## config.mk

```make
export PLATFORM = sky130hd
export DESIGN_NAME = bht_btb_predictor
export DESIGN_NICKNAME = d
export VERILOG_FILES = /design/src/rtl/bht_btb_predictor_pkg.sv /design/src/rtl/bht_btb_predictor_sat_counter.sv /design/src/rtl/bht_btb_predictor.sv
export SDC_FILE = /design/constraint.sdc
export NUM_CORES = 2
export LEC_CHECK = 0
export BUFFER_PORTS_ARGS = -buffer_cell sky130_fd_sc_hd__clkbuf_2
export CAP_MARGIN = 20
export CELL_PAD_IN_SITES_DETAIL_PLACEMENT = 0
export CELL_PAD_IN_SITES_GLOBAL_PLACEMENT = 1
export CORE_ASPECT_RATIO = 1.75
export CORE_MARGIN = 8
export CORE_UTILIZATION = 40
export CTS_CLUSTER_DIAMETER = 60
export DETAILED_ROUTE_END_ITERATION = 8
export GPL_ROUTABILITY_DRIVEN = 1
export GPL_TIMING_DRIVEN = 0
export PLACE_DENSITY = 0.62
export SLEW_MARGIN = 10
export SYNTH_ARGS = -nofsm -noshare
export SYNTH_HDL_FRONTEND = slang
export SYNTH_SLANG_ARGS = --single-unit
```

## constraint.sdc

```tcl
create_clock -name clk -period 5.2 [get_ports clk]
set_input_delay 0.78 -clock clk [delete_from_list [all_inputs] [get_ports clk]]
set_output_delay 0.78 -clock clk [all_outputs]
set_load 0.02 [all_outputs]
```

## src/rtl/bht_btb_predictor_pkg.sv

```systemverilog
// Shared defaults, index-mode encodings and counter reset value for the
// branch direction/target predictor.
package bht_btb_predictor_pkg;

    localparam int DEF_ENTRIES = 64;
    localparam int DEF_CNT_W   = 2;
    localparam int DEF_GHR_W   = 6;

    typedef enum int {
        IDX_BIMODAL = 0,
        IDX_GSHARE  = 1
    } idx_mode_e;

    localparam int DEF_CNT_RST = 1 << (DEF_CNT_W - 1);

    // Weakly-taken start point for a counter of any width.
    function automatic int cnt_rst_val(input int cnt_w);
        return 1 << (cnt_w - 1);
    endfunction

endpackage

```

## src/rtl/bht_btb_predictor_sat_counter.sv

```systemverilog
// Up/down saturating counter; one instance per direction-table entry.
module sat_counter
    import bht_btb_predictor_pkg::*;
#(
    parameter int CNT_W = DEF_CNT_W
) (
    input  logic             clk,
    input  logic             rst,
    input  logic             en,
    input  logic             inc,
    input  logic             dec,
    output logic [CNT_W-1:0] cnt
);

    localparam logic [CNT_W-1:0] RST_VAL = CNT_W'(cnt_rst_val(CNT_W));
    localparam logic [CNT_W-1:0] MAX_VAL = '1;

    logic [CNT_W-1:0] cnt_q, cnt_d;

    always_comb begin
        cnt_d = cnt_q;
        if (en) begin
            if (inc && !dec && cnt_q != MAX_VAL)
                cnt_d = cnt_q + CNT_W'(1);
            else if (dec && !inc && cnt_q != '0)
                cnt_d = cnt_q - CNT_W'(1);
        end
    end

    always_ff @(posedge clk) begin
        if (rst) cnt_q <= RST_VAL;
        else     cnt_q <= cnt_d;
    end

    assign cnt = cnt_q;

endmodule

```

## src/rtl/bht_btb_predictor.sv

```systemverilog
// Per-PC branch predictor: saturating-counter direction table (bimodal or
// gshare index) plus a direct-mapped tagged BTB, with resolution counters.
module bht_btb_predictor
    import bht_btb_predictor_pkg::*;
#(
    parameter int PC_W    = 32,
    parameter int ENTRIES = DEF_ENTRIES,
    parameter int CNT_W   = DEF_CNT_W,
    parameter int GHR_W   = DEF_GHR_W,
    parameter int GSHARE  = 0
) (
    input  logic            clk,
    input  logic            rst,
    input  logic [PC_W-1:0] lk_pc,
    output logic            lk_taken,
    output logic            lk_hit,
    output logic [PC_W-1:0] lk_target,
    input  logic            up_valid,
    input  logic [PC_W-1:0] up_pc,
    input  logic            up_taken,
    input  logic [PC_W-1:0] up_target,
    input  logic            up_mispred,
    output logic [31:0]     br_cnt,
    output logic [31:0]     mis_cnt
);

    localparam int IDX_W = $clog2(ENTRIES);
    localparam int TAG_W = PC_W - IDX_W - 2;
    localparam bit USE_GHR = (GSHARE == int'(IDX_GSHARE));

    logic [IDX_W-1:0] lk_idx, up_idx, lk_cidx, up_cidx;
    logic [TAG_W-1:0] lk_tag, up_tag;
    logic [GHR_W-1:0] ghr_q, ghr_d;
    logic [ENTRIES-1:0]            valid_q, valid_d;
    logic [ENTRIES-1:0][TAG_W-1:0] tag_q, tag_d;
    logic [ENTRIES-1:0][PC_W-1:0]  target_q, target_d;
    logic [ENTRIES-1:0][CNT_W-1:0] cnt;
    logic [31:0] br_cnt_q, br_cnt_d, mis_cnt_q, mis_cnt_d;
    logic unused_pc_bits;

    assign lk_idx = lk_pc[IDX_W+1:2];
    assign up_idx = up_pc[IDX_W+1:2];
    assign lk_tag = lk_pc[PC_W-1:IDX_W+2];
    assign up_tag = up_pc[PC_W-1:IDX_W+2];
    assign unused_pc_bits = ^{lk_pc[1:0], up_pc[1:0]};

    // Both paths hash with the current (pre-shift) history.
    assign lk_cidx = USE_GHR ? (lk_idx ^ IDX_W'(ghr_q)) : lk_idx;
    assign up_cidx = USE_GHR ? (up_idx ^ IDX_W'(ghr_q)) : up_idx;

    assign lk_hit    = valid_q[lk_idx] && (tag_q[lk_idx] == lk_tag);
    assign lk_taken  = lk_hit && cnt[lk_cidx][CNT_W-1];
    assign lk_target = lk_hit ? target_q[lk_idx] : '0;
    assign br_cnt    = br_cnt_q;
    assign mis_cnt   = mis_cnt_q;

    for (genvar i = 0; i < ENTRIES; i++) begin : g_cnt
        sat_counter #(.CNT_W(CNT_W)) u_cnt (
            .clk (clk),
            .rst (rst),
            .en  (up_valid && (up_cidx == IDX_W'(i))),
            .inc (up_taken),
            .dec (!up_taken),
            .cnt (cnt[i])
        );
    end

    always_comb begin
        ghr_d     = ghr_q;
        valid_d   = valid_q;
        tag_d     = tag_q;
        target_d  = target_q;
        br_cnt_d  = br_cnt_q;
        mis_cnt_d = mis_cnt_q;
        if (up_valid) begin
            ghr_d = GHR_W'({ghr_q, up_taken});
            if (up_taken) begin
                valid_d[up_idx]  = 1'b1;
                tag_d[up_idx]    = up_tag;
                target_d[up_idx] = up_target;
            end
            if (br_cnt_q != '1)
                br_cnt_d = br_cnt_q + 32'd1;
            if (up_mispred && mis_cnt_q != '1)
                mis_cnt_d = mis_cnt_q + 32'd1;
        end
    end

    always_ff @(posedge clk) begin
        if (rst) begin
            ghr_q     <= '0;
            valid_q   <= '0;
            br_cnt_q  <= '0;
            mis_cnt_q <= '0;
        end else begin
            ghr_q     <= ghr_d;
            valid_q   <= valid_d;
            br_cnt_q  <= br_cnt_d;
            mis_cnt_q <= mis_cnt_d;
        end
    end

    // Tag/target payload is qualified by valid, so it needs no reset.
    always_ff @(posedge clk) begin
        tag_q    <= tag_d;
        target_q <= target_d;
    end

endmodule

```

==> impl_metrics.ini <==
[run_status]
status = finished, violations left
failed_checks = setup timing

[drt]
ant_nets = 0
num_vias = 84400
drc_errors = 0
dr.pass1.iters = 7
drt_wl_total_um = 578000
wl_per_cell_um = 42.9
first_iter_violations = 12100
post_drt_via_cell_ratio = 6.25

[place]
dp_cells = 12700
hpwl_um = 406000
io_buffers = 189
gp_congestion = 0.891
place_area_um2 = 164000

[logic_synthesis]
yosysTopAreaCellShare_pct = 72.1
yosys_warnings = 0
synth_top_area_cell = edfxtp_1
yosysMostFrequentCell = edfxtp_1
netlist_area_um2 = 149000
ys_ff_latch = 3840
yosys_most_used_dff = edfxtp_1
synth_common_cells = edfxtp_1, mux4_2, nor2_1
synth_area_leaders = edfxtp_1, mux4_2, dfxtp_1, mux2i_1, nor2_1
syn_nets = 7363
syn_inst = 7260
synth.distinct_cells = 77
synth_area_per_cell_um2 = 20.6
synth-async-reset-ratio_pct = 0
synth-seq-area-share_pct = 75.5
synth_enable_flop_cells = 3584

[layout]
drive_above_1_share_pct = 31.1
stdcell_area_um2 = 180000
nets = 8371
utilization_pct = 48.3
final_cells = 13500
syn2layout_area_growth_pct = 20.4
fillCellCount = 30100

[floorplanning]
start_util_pct = 40.1
die-area_um2 = 394000
die_w_um = 478
core_area_um2 = 373000
row_count = 297
die_h_um = 824
pin_count = 199

[clock_network]
clock-sinks = 3840
cts_buffers = 354
cts_buffer_depth = 4
clk_pin_slew_ns = 0.06
cts_tree = built
clk_latency_ns = 0.95
htreeDepth = 5
cts_root_buf = clkbuf_16

[global_routing]
grt_pass1_vias = 84300
antenna_found_initial = 26
grt_pass1_wl_um = 758000
gr-total-overflow = 0
grt_max_degree = 65
track_usage_pct = 28.5

[timing]
fin_crit_ns = 5.89
fin_ws_ns = -0.688
finalSetupViolCount = 34
rsz0062_at_grt = true
finalCritPeriodShare_pct = 113
report.final.slew_viol_count = 0
hold_viol_final = 0
timing.fmax_mhz = 170
slew_headroom_pct = 20.4
worstMarginPinSlew_ns = 1.19
fin_skew_ns = 0.0287

[setup_path]
worstSetupPathType = input port to primary output
crit_fanout = 10
crit_arrival_ns = 5.11
critical_path.cell_chain = clkbuf_2, buf_2, buf_6, nor2_2, buf_8, nand2_2, o221ai_1, nor3_1, mux2i_1, nand4_1, or4_4, nor4_4, buf_6, buf_12, buf_16, and3_4, buf_8
cp_slowest_cell = or4_4
critPathMaxStageDelay_ns = 0.69
startpoint = lk_pc[5]
end_kind = primary output
critPathLaunchType = input port
timing.rr.end = mis_cnt[3]
r2r_slack_ns = 2.30
worstRegToRegCells = 8
worstReg2RegStart = mis_cnt[4]
worstPathRequired_ns = 4.42

[pwr]
p_leak_nw = 57.6
max-vdd-ir-drop_mv = 0.261
powerDensity_nw_per_um2 = 359

[hold_path]
min_from = up_target[9]
whs_endpoint = target_q[1993]
hold_class = input port to flop
whs_path_depth = 1

[flow_run]
cap_violations = 0
-- how the worst max path moves through the flow --
stage	to	slack, ns	depth (start not counted)
after floorplan	lk_target[12]	0.39	11
after global placement	g_cnt[50].u_cnt.cnt[1]	-8.11	7
after detailed placement	lk_target[28]	-3.32	15
after CTS	lk_target[2]	-0.70	19
after global routing	lk_target[19]	-0.55	17
final	lk_target[18]	-0.69	17
-- placed cells by master (no fill, tap or decap), types with 18 or more instances in the layout --
cell type / n
clkbuf_1: 137
mux2_2: 34
and3_1: 19
nor2_1: 275
buf_4: 95
o22ai_1: 59
o21ai_0: 99
clkbuf_4: 36
buf_2: 74
clkbuf_16: 364
a31oi_1: 28
xnor2_1: 33
nor2b_1: 23
buf_8: 70
bufinv_16: 35
a22oi_1: 80
xor2_1: 34
clkbuf_2: 186
a221oi_1: 83
buf_6: 40
a21oi_1: 116
dfxtp_1: 256
o21bai_1: 54
nand2b_1: 22
or3_1: 21
buf_12: 341
clkinv_1: 69
and3_4: 31
nand2_1: 230
mux4_2: 950
clkinvlp_4: 18
nand4_1: 30
mux2i_1: 266
edfxtp_1: 3584
buf_16: 98
o21a_1: 19
nor3_1: 114
clkinv_2: 70
nor2_4: 66
nand3_1: 100
-- critical path, delay by kind of cell --
family,cells,cell delay [ns]
simple gates,7,2.25
buf+inv,8,1.44
mux,1,0.16
compound gates,1,0.43
-- cell families (layout without fill, tap and decap cells) --
family	Yosys count	after routing	synth area share [%]
other	0	9	0
AOI/OAI and AO/OA	643	643	2.92
and+or+nand+nor	1035	1035	3.25
xor gates and xnor gates	71	71	0.416
adders and majority gates	2	2	0.0168
buffers and inverters	403	1697	1.40
DFF	3840	3840	75.5
muxes	1266	1266	16.5
-- stage by stage --
step | power, W | setup slack, ns | setup TNS, ns | hold slack, ns
final | 0.0646 | -0.688 | -21.78 | 0.197
after global routing | 0.0659 | -0.546 | -16.96 | 0.181
after CTS | 0.0647 | -0.700 | -22.21 | 0.239
after detailed placement | 0.0383 | -3.32 | -101.51 | 0.455
after global placement | 0.0382 | -8.11 | - | 0.443
after floorplan | 0.0364 | 0.393 | 0 | 0.435
-- sequential cells by signal (all words and copies together), names as in the netlist --
signal,cells
target_q,2048
tag_q,1536
g_cnt.u_cnt.cnt,128
valid_q,64
br_cnt,32
mis_cnt,32
-- metal layers --
layer,vias up,global-route usage [%],part of all wire [%]
met5,-,0,0.016
met4,14,20.9,9.4
met3,1626,4.44,7.5
met2,5042,49.8,50
met1,45400,31.7,33
li1,32300,-,-
-- area by class of cell --
type | count | area, µm² | share of cell area [%]
Antenna cell | 9 | 22.5 | 0.0125
Buffer | 389 | 3620 | 2.01
Clock buffer | 423 | 9360 | 5.20
Clock inverter | 219 | 2110 | 1.17
Inverter | 9 | 36.3 | 0.0202
Multi-Input combinational cell | 3017 | 35600 | 19.8
Sequential cell | 3840 | 113000 | 62.7
Tap cell | 4933 | 6170 | 3.43
Timing Repair Buffer | 657 | 10200 | 5.66
-- timing repair --
| item | 4_1_cts | 5_1_grt |
|---|---|---|
| setup buffers | 68 | 0 |
| setup endpoints to repair | 34 | 34 |
| hold buffers | 0 | 0 |
| resized for setup | 594 | 117 |
| cloned | 3 | 0 |
| pin swaps | 30 | 18 |
-- where the power goes --
group | leakage (nW) | switching [W] | internal [W]
clock network | 5.60 | 0.0119 | 0.0147
registers | 34.3 | 0.0000769 | 0.0339
logic | 17.7 | 0.00258 | 0.00150
total | 57.6 | 0.0146 | 0.0500
No activity file was read; power rests on OpenSTA's default activity.
